$ cat src/rtl/spi_pkg.sv
// -----------------------------------------------------------------------------
// spi_pkg
// Shared definitions for the multi-mode SPI controller.
//   spi_state_e : frame FSM states (IDLE, SETUP, SHIFT, HOLD)
//   TX_FLAG_W   : number of control bits stored next to each TX data word
//   tx_entry_w(): width of one TX FIFO entry {ignore, data}. The entry
//                 struct itself depends on DATA_W, so it is declared in the
//                 top module; this function keeps its width in one place.
// -----------------------------------------------------------------------------
package spi_pkg;

    typedef enum logic [1:0] {
        IDLE  = 2'd0,
        SETUP = 2'd1,
        SHIFT = 2'd2,
        HOLD  = 2'd3
    } spi_state_e;

    localparam int TX_FLAG_W = 1;

    function automatic int tx_entry_w(input int data_w);
        return data_w + TX_FLAG_W;
    endfunction

endpackage

$ cat src/rtl/spi_sync_fifo.sv
// -----------------------------------------------------------------------------
// spi_sync_fifo
// Single-clock FIFO with registered empty/full flags and a show-ahead head.
//   clk, rst_n : clock, synchronous active-low reset (clears pointers only)
//   push, din  : write request and data; ignored when full unless a pop
//                happens in the same cycle
//   pop        : read request; ignored when empty
//   head       : entry at the read pointer (valid while !empty)
//   empty,full : registered flags describing the state after the last edge
// Pointers carry one extra wrap bit so full and empty are distinguishable.
// -----------------------------------------------------------------------------
module spi_sync_fifo #(
    parameter int WIDTH = 8,
    parameter int DEPTH = 16
) (
    input  logic             clk,
    input  logic             rst_n,
    input  logic             push,
    input  logic [WIDTH-1:0] din,
    input  logic             pop,
    output logic [WIDTH-1:0] head,
    output logic             empty,
    output logic             full
);

    localparam int AW = $clog2(DEPTH);

    logic [AW:0]      wr_ptr_q, wr_ptr_d;
    logic [AW:0]      rd_ptr_q, rd_ptr_d;
    logic             empty_q, empty_d;
    logic             full_q, full_d;
    logic             do_push, do_pop;
    logic [WIDTH-1:0] mem_q [DEPTH];

    always_comb begin
        do_pop   = pop && !empty_q;
        // A pop frees a slot in the same cycle, so a full FIFO still accepts.
        do_push  = push && (!full_q || do_pop);
        wr_ptr_d = wr_ptr_q + {{AW{1'b0}}, do_push};
        rd_ptr_d = rd_ptr_q + {{AW{1'b0}}, do_pop};
        empty_d  = (wr_ptr_d == rd_ptr_d);
        full_d   = (wr_ptr_d[AW] != rd_ptr_d[AW]) &&
                   (wr_ptr_d[AW-1:0] == rd_ptr_d[AW-1:0]);
    end

    // NOTE: state registers use non-blocking assignments so every flop samples
    // the pre-edge value of every other flop, independent of block ordering.
    always_ff @(posedge clk) begin
        if (!rst_n) begin
            wr_ptr_q <= '0;
            rd_ptr_q <= '0;
            empty_q  <= 1'b1;
            full_q   <= 1'b0;
        end else begin
            wr_ptr_q <= wr_ptr_d;
            rd_ptr_q <= rd_ptr_d;
            empty_q  <= empty_d;
            full_q   <= full_d;
        end
    end

    // NOTE: storage is deliberately not reset; the pointers alone define which
    // entries are valid, and a reset port would block RAM inference.
    always_ff @(posedge clk) begin
        if (do_push) begin
            mem_q[wr_ptr_q[AW-1:0]] <= din;
        end
    end

    assign head  = mem_q[rd_ptr_q[AW-1:0]];
    assign empty = empty_q;
    assign full  = full_q;

endmodule

$ cat src/rtl/spi_controller_mc.sv
// -----------------------------------------------------------------------------
// spi_controller_mc
// FIFO-buffered SPI master with programmable word width, SCK divider,
// CPOL/CPHA mode and chip select.
//   clk, rst_n            : clock, synchronous active-low reset
//   wr, din,
//   ignore_response       : push {ignore_response, din} into the TX FIFO
//   rd, dout              : pop the RX FIFO into registered dout
//   data_avail            : RX FIFO not empty
//   tx_empty, tx_full     : TX FIFO flags
//   rx_overflow           : one-cycle pulse when a response was dropped
//   busy                  : frame in progress
//   cfg_cpol, cfg_cpha,
//   cfg_div, cfg_cs_sel   : mode, SCK half-period (cfg_div+1 clk) and target,
//                           captured when a frame starts from IDLE
//   cs_n, sck, mosi, miso : SPI bus (MSB first)
// Consecutive words to the same chip select run without releasing cs_n.
// -----------------------------------------------------------------------------
module spi_controller_mc
    import spi_pkg::*;
#(
    parameter  int DATA_W     = 8,
    parameter  int FIFO_DEPTH = 16,
    parameter  int NUM_CS     = 4,
    parameter  int DIV_W      = 16,
    localparam int SEL_W      = (NUM_CS > 1) ? $clog2(NUM_CS) : 1
) (
    input  logic              clk,
    input  logic              rst_n,
    input  logic              wr,
    input  logic [DATA_W-1:0] din,
    input  logic              ignore_response,
    input  logic              rd,
    output logic [DATA_W-1:0] dout,
    output logic              data_avail,
    output logic              tx_empty,
    output logic              tx_full,
    output logic              rx_overflow,
    output logic              busy,
    input  logic              cfg_cpol,
    input  logic              cfg_cpha,
    input  logic [DIV_W-1:0]  cfg_div,
    input  logic [SEL_W-1:0]  cfg_cs_sel,
    output logic [NUM_CS-1:0] cs_n,
    output logic              sck,
    output logic              mosi,
    input  logic              miso
);

    localparam int TX_W   = tx_entry_w(DATA_W);
    localparam int EDGE_W = $clog2(2 * DATA_W);
    localparam logic [EDGE_W-1:0] LAST_EDGE = EDGE_W'(2 * DATA_W - 1);

    typedef struct packed {
        logic              ignore;
        logic [DATA_W-1:0] data;
    } tx_entry_t;

    spi_state_e        state_q, state_d;
    logic              cpol_q, cpol_d;
    logic              cpha_q, cpha_d;
    logic [DIV_W-1:0]  div_q, div_d;
    logic [SEL_W-1:0]  sel_q, sel_d;
    logic [DIV_W-1:0]  cnt_q, cnt_d;
    logic [EDGE_W-1:0] edge_q, edge_d;
    logic              sck_q, sck_d;
    logic              mosi_q, mosi_d;
    logic [NUM_CS-1:0] cs_n_q, cs_n_d;
    logic [DATA_W-1:0] tx_sh_q, tx_sh_d;
    logic [DATA_W-1:0] rx_sh_q, rx_sh_d;
    logic              ign_q, ign_d;
    logic              rx_ovf_q, rx_ovf_d;
    logic [DATA_W-1:0] dout_q, dout_d;

    tx_entry_t         tx_wr_entry, tx_head;
    logic [TX_W-1:0]   tx_head_raw;
    logic              tx_pop, tx_empty_w, tx_full_w;
    logic [DATA_W-1:0] rx_head;
    logic              rx_push, rx_pop, rx_empty_w, rx_full_w;
    logic              half_done, leading, sample_edge;

    function automatic logic [NUM_CS-1:0] cs_decode(input logic [SEL_W-1:0] sel);
        logic [NUM_CS-1:0] v;
        v = '1;
        // An out-of-range index matches no line, so nothing is selected.
        for (int i = 0; i < NUM_CS; i++) begin
            if (int'(sel) == i) v[i] = 1'b0;
        end
        return v;
    endfunction

    assign tx_wr_entry = '{ignore: ignore_response, data: din};
    assign tx_head     = tx_entry_t'(tx_head_raw);

    spi_sync_fifo #(.WIDTH(TX_W), .DEPTH(FIFO_DEPTH)) u_tx_fifo (
        .clk   (clk),
        .rst_n (rst_n),
        .push  (wr),
        .din   (tx_wr_entry),
        .pop   (tx_pop),
        .head  (tx_head_raw),
        .empty (tx_empty_w),
        .full  (tx_full_w)
    );

    spi_sync_fifo #(.WIDTH(DATA_W), .DEPTH(FIFO_DEPTH)) u_rx_fifo (
        .clk   (clk),
        .rst_n (rst_n),
        .push  (rx_push),
        .din   (rx_sh_q),
        .pop   (rx_pop),
        .head  (rx_head),
        .empty (rx_empty_w),
        .full  (rx_full_w)
    );

    always_comb begin
        // NOTE: every output of this block gets a default first, so no branch
        // can leave a signal unassigned and infer a latch.
        state_d   = state_q;
        cpol_d    = cpol_q;
        cpha_d    = cpha_q;
        div_d     = div_q;
        sel_d     = sel_q;
        cnt_d     = cnt_q;
        edge_d    = edge_q;
        sck_d     = sck_q;
        mosi_d    = mosi_q;
        cs_n_d    = cs_n_q;
        tx_sh_d   = tx_sh_q;
        rx_sh_d   = rx_sh_q;
        ign_d     = ign_q;
        rx_ovf_d  = 1'b0;
        tx_pop    = 1'b0;
        rx_push   = 1'b0;
        rx_pop    = rd && !rx_empty_w;
        dout_d    = rx_pop ? rx_head : dout_q;
        half_done = (cnt_q == '0);
        // edge_q counts completed edges, so the upcoming edge is odd (leading)
        // when edge_q is even.
        leading     = !edge_q[0];
        sample_edge = leading ^ cpha_q;

        case (state_q)
            IDLE: begin
                sck_d  = cfg_cpol;
                cs_n_d = '1;
                if (!tx_empty_w) begin
                    tx_pop  = 1'b1;
                    cpol_d  = cfg_cpol;
                    cpha_d  = cfg_cpha;
                    div_d   = cfg_div;
                    sel_d   = cfg_cs_sel;
                    cs_n_d  = cs_decode(cfg_cs_sel);
                    ign_d   = tx_head.ignore;
                    edge_d  = '0;
                    cnt_d   = cfg_div;
                    // CPHA=0 presents the MSB now; the shifter then holds the
                    // remaining bits. CPHA=1 drives the MSB on the first edge.
                    tx_sh_d = cfg_cpha ? tx_head.data : (tx_head.data << 1);
                    if (!cfg_cpha) mosi_d = tx_head.data[DATA_W-1];
                    state_d = SETUP;
                end
            end

            SETUP: begin
                if (half_done) begin
                    cnt_d   = div_q;
                    state_d = SHIFT;
                end else begin
                    cnt_d = cnt_q - DIV_W'(1);
                end
            end

            SHIFT: begin
                if (half_done) begin
                    cnt_d = div_q;
                    sck_d = ~sck_q;
                    if (sample_edge) begin
                        rx_sh_d = {rx_sh_q[DATA_W-2:0], miso};
                    end else begin
                        mosi_d  = tx_sh_q[DATA_W-1];
                        tx_sh_d = tx_sh_q << 1;
                    end
                    if (edge_q == LAST_EDGE) begin
                        state_d = HOLD;
                    end else begin
                        edge_d = edge_q + EDGE_W'(1);
                    end
                end else begin
                    cnt_d = cnt_q - DIV_W'(1);
                end
            end

            HOLD: begin
                sck_d = cpol_q;
                if (half_done) begin
                    rx_push  = !ign_q;
                    rx_ovf_d = !ign_q && rx_full_w && !rx_pop;
                    if (!tx_empty_w && (cfg_cs_sel == sel_q)) begin
                        // Continue on the same CS with the mode captured at
                        // frame start.
                        tx_pop  = 1'b1;
                        ign_d   = tx_head.ignore;
                        edge_d  = '0;
                        cnt_d   = div_q;
                        tx_sh_d = cpha_q ? tx_head.data : (tx_head.data << 1);
                        if (!cpha_q) mosi_d = tx_head.data[DATA_W-1];
                        state_d = SHIFT;
                    end else begin
                        cs_n_d  = '1;
                        state_d = IDLE;
                    end
                end else begin
                    cnt_d = cnt_q - DIV_W'(1);
                end
            end

            default: begin
                cs_n_d  = '1;
                state_d = IDLE;
            end
        endcase
    end

    always_ff @(posedge clk) begin
        if (!rst_n) begin
            state_q  <= IDLE;
            cpol_q   <= 1'b0;
            cpha_q   <= 1'b0;
            div_q    <= '0;
            sel_q    <= '0;
            cnt_q    <= '0;
            edge_q   <= '0;
            sck_q    <= 1'b0;
            mosi_q   <= 1'b0;
            cs_n_q   <= '1;
            tx_sh_q  <= '0;
            rx_sh_q  <= '0;
            ign_q    <= 1'b0;
            rx_ovf_q <= 1'b0;
            dout_q   <= '0;
        end else begin
            state_q  <= state_d;
            cpol_q   <= cpol_d;
            cpha_q   <= cpha_d;
            div_q    <= div_d;
            sel_q    <= sel_d;
            cnt_q    <= cnt_d;
            edge_q   <= edge_d;
            sck_q    <= sck_d;
            mosi_q   <= mosi_d;
            cs_n_q   <= cs_n_d;
            tx_sh_q  <= tx_sh_d;
            rx_sh_q  <= rx_sh_d;
            ign_q    <= ign_d;
            rx_ovf_q <= rx_ovf_d;
            dout_q   <= dout_d;
        end
    end

    assign dout        = dout_q;
    assign data_avail  = !rx_empty_w;
    assign tx_empty    = tx_empty_w;
    assign tx_full     = tx_full_w;
    assign rx_overflow = rx_ovf_q;
    assign busy        = (state_q != IDLE);
    assign cs_n        = cs_n_q;
    assign sck         = sck_q;
    assign mosi        = mosi_q;

endmodule

$ cat config.mk
export PLATFORM = sky130hd
export DESIGN_NAME = spi_controller_mc
export DESIGN_NICKNAME = d
export VERILOG_FILES = /design/src/rtl/spi_pkg.sv /design/src/rtl/spi_sync_fifo.sv /design/src/rtl/spi_controller_mc.sv
export SDC_FILE = /design/constraint.sdc
export NUM_CORES = 1
export LEC_CHECK = 0
export ABC_AREA = 1
export BUFFER_PORTS_ARGS = -buffer_cell sky130_fd_sc_hd__buf_4
export CAP_MARGIN = 5
export CORE_UTILIZATION = 45
export DETAILED_ROUTE_END_ITERATION = 10
export GPL_ROUTABILITY_DRIVEN = 0
export PLACE_DENSITY_LB_ADDON = 0.2
export SLEW_MARGIN = 20
export SYNTH_ARGS = -nofsm -noshare
export SYNTH_HDL_FRONTEND = slang
export SYNTH_HIERARCHICAL = 1
export SYNTH_SLANG_ARGS = --single-unit
$ cat constraint.sdc
create_clock -name clk -period 6.6 [get_ports clk]
set_clock_uncertainty 0.1 [all_clocks]
set_input_delay 0.66 -clock clk [delete_from_list [all_inputs] [get_ports clk]]
set_output_delay 0.66 -clock clk [all_outputs]
set_load 0.02 [all_outputs]
## Yosys cells after proc, flatten, opt, wreduce, memory -nomap -nowiden

Memories as Yosys holds them, arrays and structs flattened. A register that Yosys moved wholly into a read port is not among the register bits.
Cells that the tools add are included.

| storage, ports and cells | value |
|---|---|
| flip-flop bits (word level) | 90 |
| memory bits (writable) | 272 |
| input bits | 34 |
| output and inout port bits | 19 |
| memories kept | 2 |

| operators by class | value |
|---|---|
| add/sub/neg operators | 6 |
| equality and inequality tests | 26 |
| muxes and demuxes | 59 |
| bitwise operators | 3 |
| reduce and logical (&&, ||, !) cells | 38 |

Memory list:

| memory | words | width | read ports | clocked after Yosys merged registers in | write ports | line | RTL |
|---|---|---|---|---|---|---|---|
| u_tx_fifo.mem_q | 16 | 9 | 1 | 1 | 1 | spi_sync_fifo.sv:33 | `logic [WIDTH-1:0] mem_q [DEPTH];` |
| u_rx_fifo.mem_q | 16 | 8 | 1 | 1 | 1 | spi_sync_fifo.sv:33 |  |

Operators with widths:

| cell | count |
|---|---|
| $mux W16 | 4 |
| $mux W8 | 7 |
| $pmux W16 S3 | 1 |
| $mux W4 | 9 |
| $mux W1 | 24 |
| $pmux W8 S3 | 1 |
| $ne A2 B2 Y1 const B | 11 |
| $add A5 B1 Y5 | 4 |
| $logic_not A16 Y1 | 1 |
| $sub A16 B1 Y16 const B | 1 |
| $mux W2 | 6 |
| $pmux W4 S3 | 1 |
| $reduce_and A6 Y1 | 2 |
| $eq A5 B5 Y1 | 2 |
| $logic_and A1 B1 Y1 | 10 |
| $reduce_and A3 Y1 | 3 |
| $eq A2 B2 Y1 const B | 4 |
| $eq A4 B4 Y1 | 2 |
| $logic_not A1 Y1 | 8 |
| $pmux W2 S4 | 1 |
| $pmux W4 S2 | 1 |
| $reduce_and A8 Y1 | 1 |
| $pmux W1 S3 | 2 |
| $reduce_and A2 Y1 | 3 |
| 16 further kinds | 23 |

## Longest topological paths before layout

| depth | value |
|---|---|
| depth in word-level cells | 11 |
| depth in mapped cells | 22 |
| gate-level depth less buffers | 21 |

## By module

Netlist, hierarchy kept.

Modules (own cells, without submodules):

| module | times used | cells an instance | area each (um^2) |
|---|---|---|---|
| spi_sync_fifo at u_tx_fifo | 1 | 592 | 6537.5 |
| spi_sync_fifo at u_rx_fifo | 1 | 536 | 6034.5 |
| spi_controller_mc | 1 | 626 | 4062.6 |

## Worst setup path before layout

OpenSTA, ideal clock, no wires.

| path | value |
|---|---|
| path kind | flip-flop to flip-flop |
| start | reg state_q[1] |
| end | reg u_tx_fifo.full_q, in the netlist u_tx_fifo/full |
| library setup time | 0.111 ns |
| arrival time | 2.598 ns |
| data required time | 6.389 ns |
| slack | 3.791 ns |
| cell stages (with the launch flop) | 20 |
| clock period less this slack | 2.809 ns |
| cells stage by stage | dfxtp_1 inv_1 ha_1 inv_1 nor2_2 inv_1 clkbuf_1 a21oi_1 inv_1 nor2_1 o21a_1 ha_1 ha_1 nand2_1 nor2_1 nand2_1 nand2_1 nand2_1 nand3_1 nor2_1 |

| on the way | value |
|---|---|
| cells in the longest elaborated chain, start to end | 8 |
| elaborated cells on any way between the ends | 11 |

RTL lines:

| element | line | RTL |
|---|---|---|
| start, declared | spi_controller_mc.sv:59 | `spi_state_e state_q, state_d;` |
| start signal, assigned | spi_controller_mc.sv:244 | `state_q <= state_d;` |
| $eq A2 B2 Y1 / $logic_not A2 Y1 (equally long branches) | spi_controller_mc.sv:144 | `case (state_q)` |
| $pmux W1 S2 * | spi_controller_mc.sv:144 |  |
| net tx_pop | spi_controller_mc.sv:77 | `logic tx_pop, tx_empty_w, tx_full_w;` |
| $logic_and A1 B1 Y1 * | spi_sync_fifo.sv:36 | `do_pop = pop && !empty_q;` |
| $logic_or A1 B1 Y1 | spi_sync_fifo.sv:38 | `do_push = push && (!full_q \|\| do_pop);` |
| $logic_and A1 B1 Y1 | spi_sync_fifo.sv:38 |  |
| $add A5 B1 Y5 | spi_sync_fifo.sv:39 | `wr_ptr_d = wr_ptr_q + {{AW{1'b0}}, do_push};` |
| $eq A4 B4 Y1 / $ne A1 B1 Y1 (equally long branches) | spi_sync_fifo.sv:43, spi_sync_fifo.sv:42 |  |
| $logic_and A1 B1 Y1 * | spi_sync_fifo.sv:42 | `full_d = (wr_ptr_d[AW] != rd_ptr_d[AW]) &&` |
| end signal, assigned | spi_sync_fifo.sv:58 | `full_q <= full_d;` |
| end, declared | spi_sync_fifo.sv:31 | `logic full_q, full_d;` |

The timed path passes the listed nets; every way through them passes the cells marked *.
A chain may end at the register's enable or synchronous reset.

## Worst setup path after layout

| path | value |
|---|---|
| start | reg state_q[1] |
| end | mem u_tx_fifo/mem_q[0][2] (netlist bit), enable pin |

| on the way | value |
|---|---|
| cells in the longest elaborated chain, start to end | 7 |
| elaborated cells on any way between the ends | 8 |

RTL lines:

| element | line | RTL |
|---|---|---|
| $eq A2 B2 Y1 / $logic_not A2 Y1 (equally long branches) | spi_controller_mc.sv:144 |  |
| $pmux W1 S2 * | spi_controller_mc.sv:144 |  |
| net tx_pop | spi_controller_mc.sv:77 |  |
| $logic_and A1 B1 Y1 * | spi_sync_fifo.sv:36 |  |
| $logic_or A1 B1 Y1 * | spi_sync_fifo.sv:38 |  |
| $logic_and A1 B1 Y1 * | spi_sync_fifo.sv:38 |  |
| $mux W1 * | spi_sync_fifo.sv:65 | `if (do_push) begin` |
| $mux W1 (implied by the code) * | spi_sync_fifo.sv:66 | `mem_q[wr_ptr_q[AW-1:0]] <= din;` |
| end, declared | spi_sync_fifo.sv:33 |  |

Marked as above.

==> impl_metrics.yaml <==
outcome:
  outcome: "finished clean"
finish:
  area_delta_synth_final_pct: 11.3
  nNetsFinal: 1826
  fillers: 3298
  final_cell_mix: "358 x nand2_1, 272 x edfxtp_1, 243 x nor2_1"
  multi_input_area_um2: 5320
  antennaDiodeCount: 0
  regArea_um2: 10100
  drive_gt1_share_pct: 8.79
  layout_commonest_cell: "nand2_1"
  fin_area_um2: 18500
  final_cell_count_no_fill: 2277
  fin_util_pct: 50.7
critical_path:
  worst_path_most_repeated_cell: "inv_1"
  cp-start-kind: "register"
  arrival_ns: 4.69
  timing.rr.start: "state_q[1]"
  timing.rr.end: "u_tx_fifo/mem_q[0][2]"
  crit_path_top_delay_cell: "nor2_2"
  critPathCaptureType: "register"
  crit_chain: "inv_1, ha_1, inv_1, buf_4, nor2_2, inv_1, a21oi_1, inv_1, nor2_1, o21a_1, nand3_1, nor2_1"
  regToRegSetupSlack_ns: 2.02
  reg2regPathDepth: 12
  critical_path.startpoint: "state_q[1]"
  crit_type: "reg2reg"
  critPathMaxStageDelay_ns: 0.74
  cp-endpoint: "u_tx_fifo/mem_q[0][2]"
  required_ns: 6.72
  path_delay_family: "simple AND/OR/NAND/NOR gates"
  cp.depth: 12
  path_buf_inv: 5
  cp_max_fo: 28
power:
  leakagePower_nw: 7.27
  p_int_mw: 4.36
  p_seq_share_pct: 43.8
  combPwrFrac_pct: 21.5
  power_mw: 6.34
  clkPwrFrac_pct: 34.7
  powerDensity_nw_per_um2: 342
  switching_power_mw: 1.98
  switching_share_pct: 31.3
  vdd_drop_max_mv: 0.288
timing:
  relSlewSlack_pct: 33.2
  fmax_ghz: 0.218
  slew_viol_final: 0
  fin_tns_setup_ns: 0
  tightest_slew_ns: 1.00
  grt_setup_unrepaired: "no"
  finalHoldViolCount: 0
  setup_viol: 0
  min_period_over_period_pct: 69.4
  hold_ws_ns: 0.233
  setup_slack_ns: 2.02
  fin_crit_ns: 4.58
cts:
  cts_buffers: 41
  cts-root-buf: "clkbuf_16"
  cts_sinks: 370
  cts.htree.levels: 2
  clk_pin_slew_ns: 0.06
  cts_post_setup_buffers_inserted: 0
  clock_path_buffers: 3
  cts_tree: "built"
  clkLatencyLatePin_ns: 0.59
  hold_buffers: 0
  ctsResizeCount: 0
floorplan:
  die_w_um: 194
  initial_core_util_pct: 45.5
  io_pins: 53
  dieArea_um2: 37700
  die_h_um: 194
  num_rows: 70
  core-area_um2: 36500
routing:
  vias: 12100
  wirelength_um: 39400
  avgRoutedWirePerCell_um: 17.3
  avgViaCountPerCell: 5.30
  antenna_left: 0
  drc: 0
  first_iter_violations: 870
  first_pass_iters: 7
logic_synthesis:
  yosys_warnings: 6
  async_reset_ff_share_pct: 0
  yosysSeqAreaShare_pct: 60.9
  synth_seq_cells: 370
  synth_cells: 1754
  syn_nets: 1803
  synth_largest_area_cell: "edfxtp_1"
  syn_area_per_cell_um2: 9.48
  synth-main-ff-cell: "edfxtp_1"
  synth_area_um2: 16600
  synthDistinctLibCells: 41
  synth_top_area_share_pct: 49.1
  synth_edf_count: 272
  synth.area.top_cells: "edfxtp_1 49%, dfxtp_1 12%, nand2_1 8.1%"
placement:
  placedInstanceArea_um2: 17200
  dp_slack_ns: 2.02
  dp.cells: 2202
  hpwl_um: 25400
  portBuffers: 52
global_routing:
  grt_pass1_vias: 11600
  grt_first_pass_wirelength_um: 62900
  antenna_found_initial: 0
  track_usage_pct: 21.3
  overflow: 0
  grt_max_degree: 103
flow_run:
  maxCapViolCount: 0
hold_path:
  hp-class: "in2reg"
cell families after synthesis:
family / count (synthesis) / synth area share, %
multiplexers: 1 / 0.0602
adder cells (fa/ha/maj): 15 / 1.13
AND/OR/NAND/NOR: 808 / 20.5
AO/OA/AOI/OAI: 280 / 9.90
buffers and inverters: 273 / 7.15
flip-flops: 370 / 60.9
XOR/XNOR: 7 / 0.369
layer usage:
layer / routed length (µm) / part of all wire, % / global-route usage (%)
met2: 18600 / 47 / 34.8
met4: 1260 / 3.2 / 9.17
met3: 2010 / 5.1 / 3.01
met1: 17500 / 45 / 28.4
met5: 0 / 0 / 0
state kept, by name (all words and copies together), names as in the netlist, 2 cells and up:
name                flops
cnt_q                  16
cs_n                    4
div_q                  16
dout                    8
edge_q                  4
rx_sh_q                 8
sel_q                   2
state_q                 2
tx_sh_q                 8
u_rx_fifo/mem_q       128
u_rx_fifo/rd_ptr_q      5
u_rx_fifo/wr_ptr_q      5
u_tx_fifo/mem_q       144
u_tx_fifo/rd_ptr_q      5
u_tx_fifo/wr_ptr_q      5
power by group through the flow:
stage	Sequential (mW)	Clock [mW]	Combinational, mW
finish	2.78	2.20	1.36
global route	2.80	2.34	1.55
CTS	2.78	2.26	1.36
detailed placement	2.82	0	1.35
global placement	2.82	0	1.34
floorplan	2.80	0	1.03
worst min path at each step:
stage / end / start / cells after the start
2_1_floorplan: rx_overflow / ign_q / 1
3_3_place_gp: cs_n[1] / cs_n[1] / 2
3_5_place_dp: cs_n[1] / cs_n[1] / 2
4_1_cts: rx_sh_q[0] / miso / 3
5_1_grt: div_q[6] / cfg_div[6] / 3
6_report: rx_sh_q[0] / miso / 3
final cells by class:
class | count | area share, %
clock buffers | 55 | 5.99
flip-flops and latches | 370 | 54.7
multi-input cells | 1111 | 28.7
repair buffers | 60 | 2.43
well taps | 468 | 3.16
clock inverters | 20 | 1.07
inverters | 193 | 3.91
cell usage after synthesis, types with 4 or more instances:
library cell  number
o21ai_0          118
nand4_1           12
inv_1            187
inv_2              5
nand2_1          358
nor2_1           243
ha_1              15
buf_4              7
a211oi_1           5
dfxtp_1           98
a21oi_1           81
nor2_2             6
buf_6              9
o211ai_2          12
buf_2             37
o211ai_1          46
nor3_1             6
nand3b_1           4
o21ai_1           11
xor2_1             4
clkbuf_1          21
edfxtp_1         272
nand3_1          163
worst reg2reg max path, cell delays in order, from the launching register on:
cell	delay (ns)
dfxtp_1	0.34
inv_1	0.11
ha_1	0.49
inv_1	0.08
buf_4	0.23
nor2_2	0.74
inv_1	0.41
a21oi_1	0.25
inv_1	0.06
nor2_1	0.22
o21a_1	0.34
nand3_1	0.27
nor2_1	0.61
Note: power is estimated with default switching activity, not from simulation.
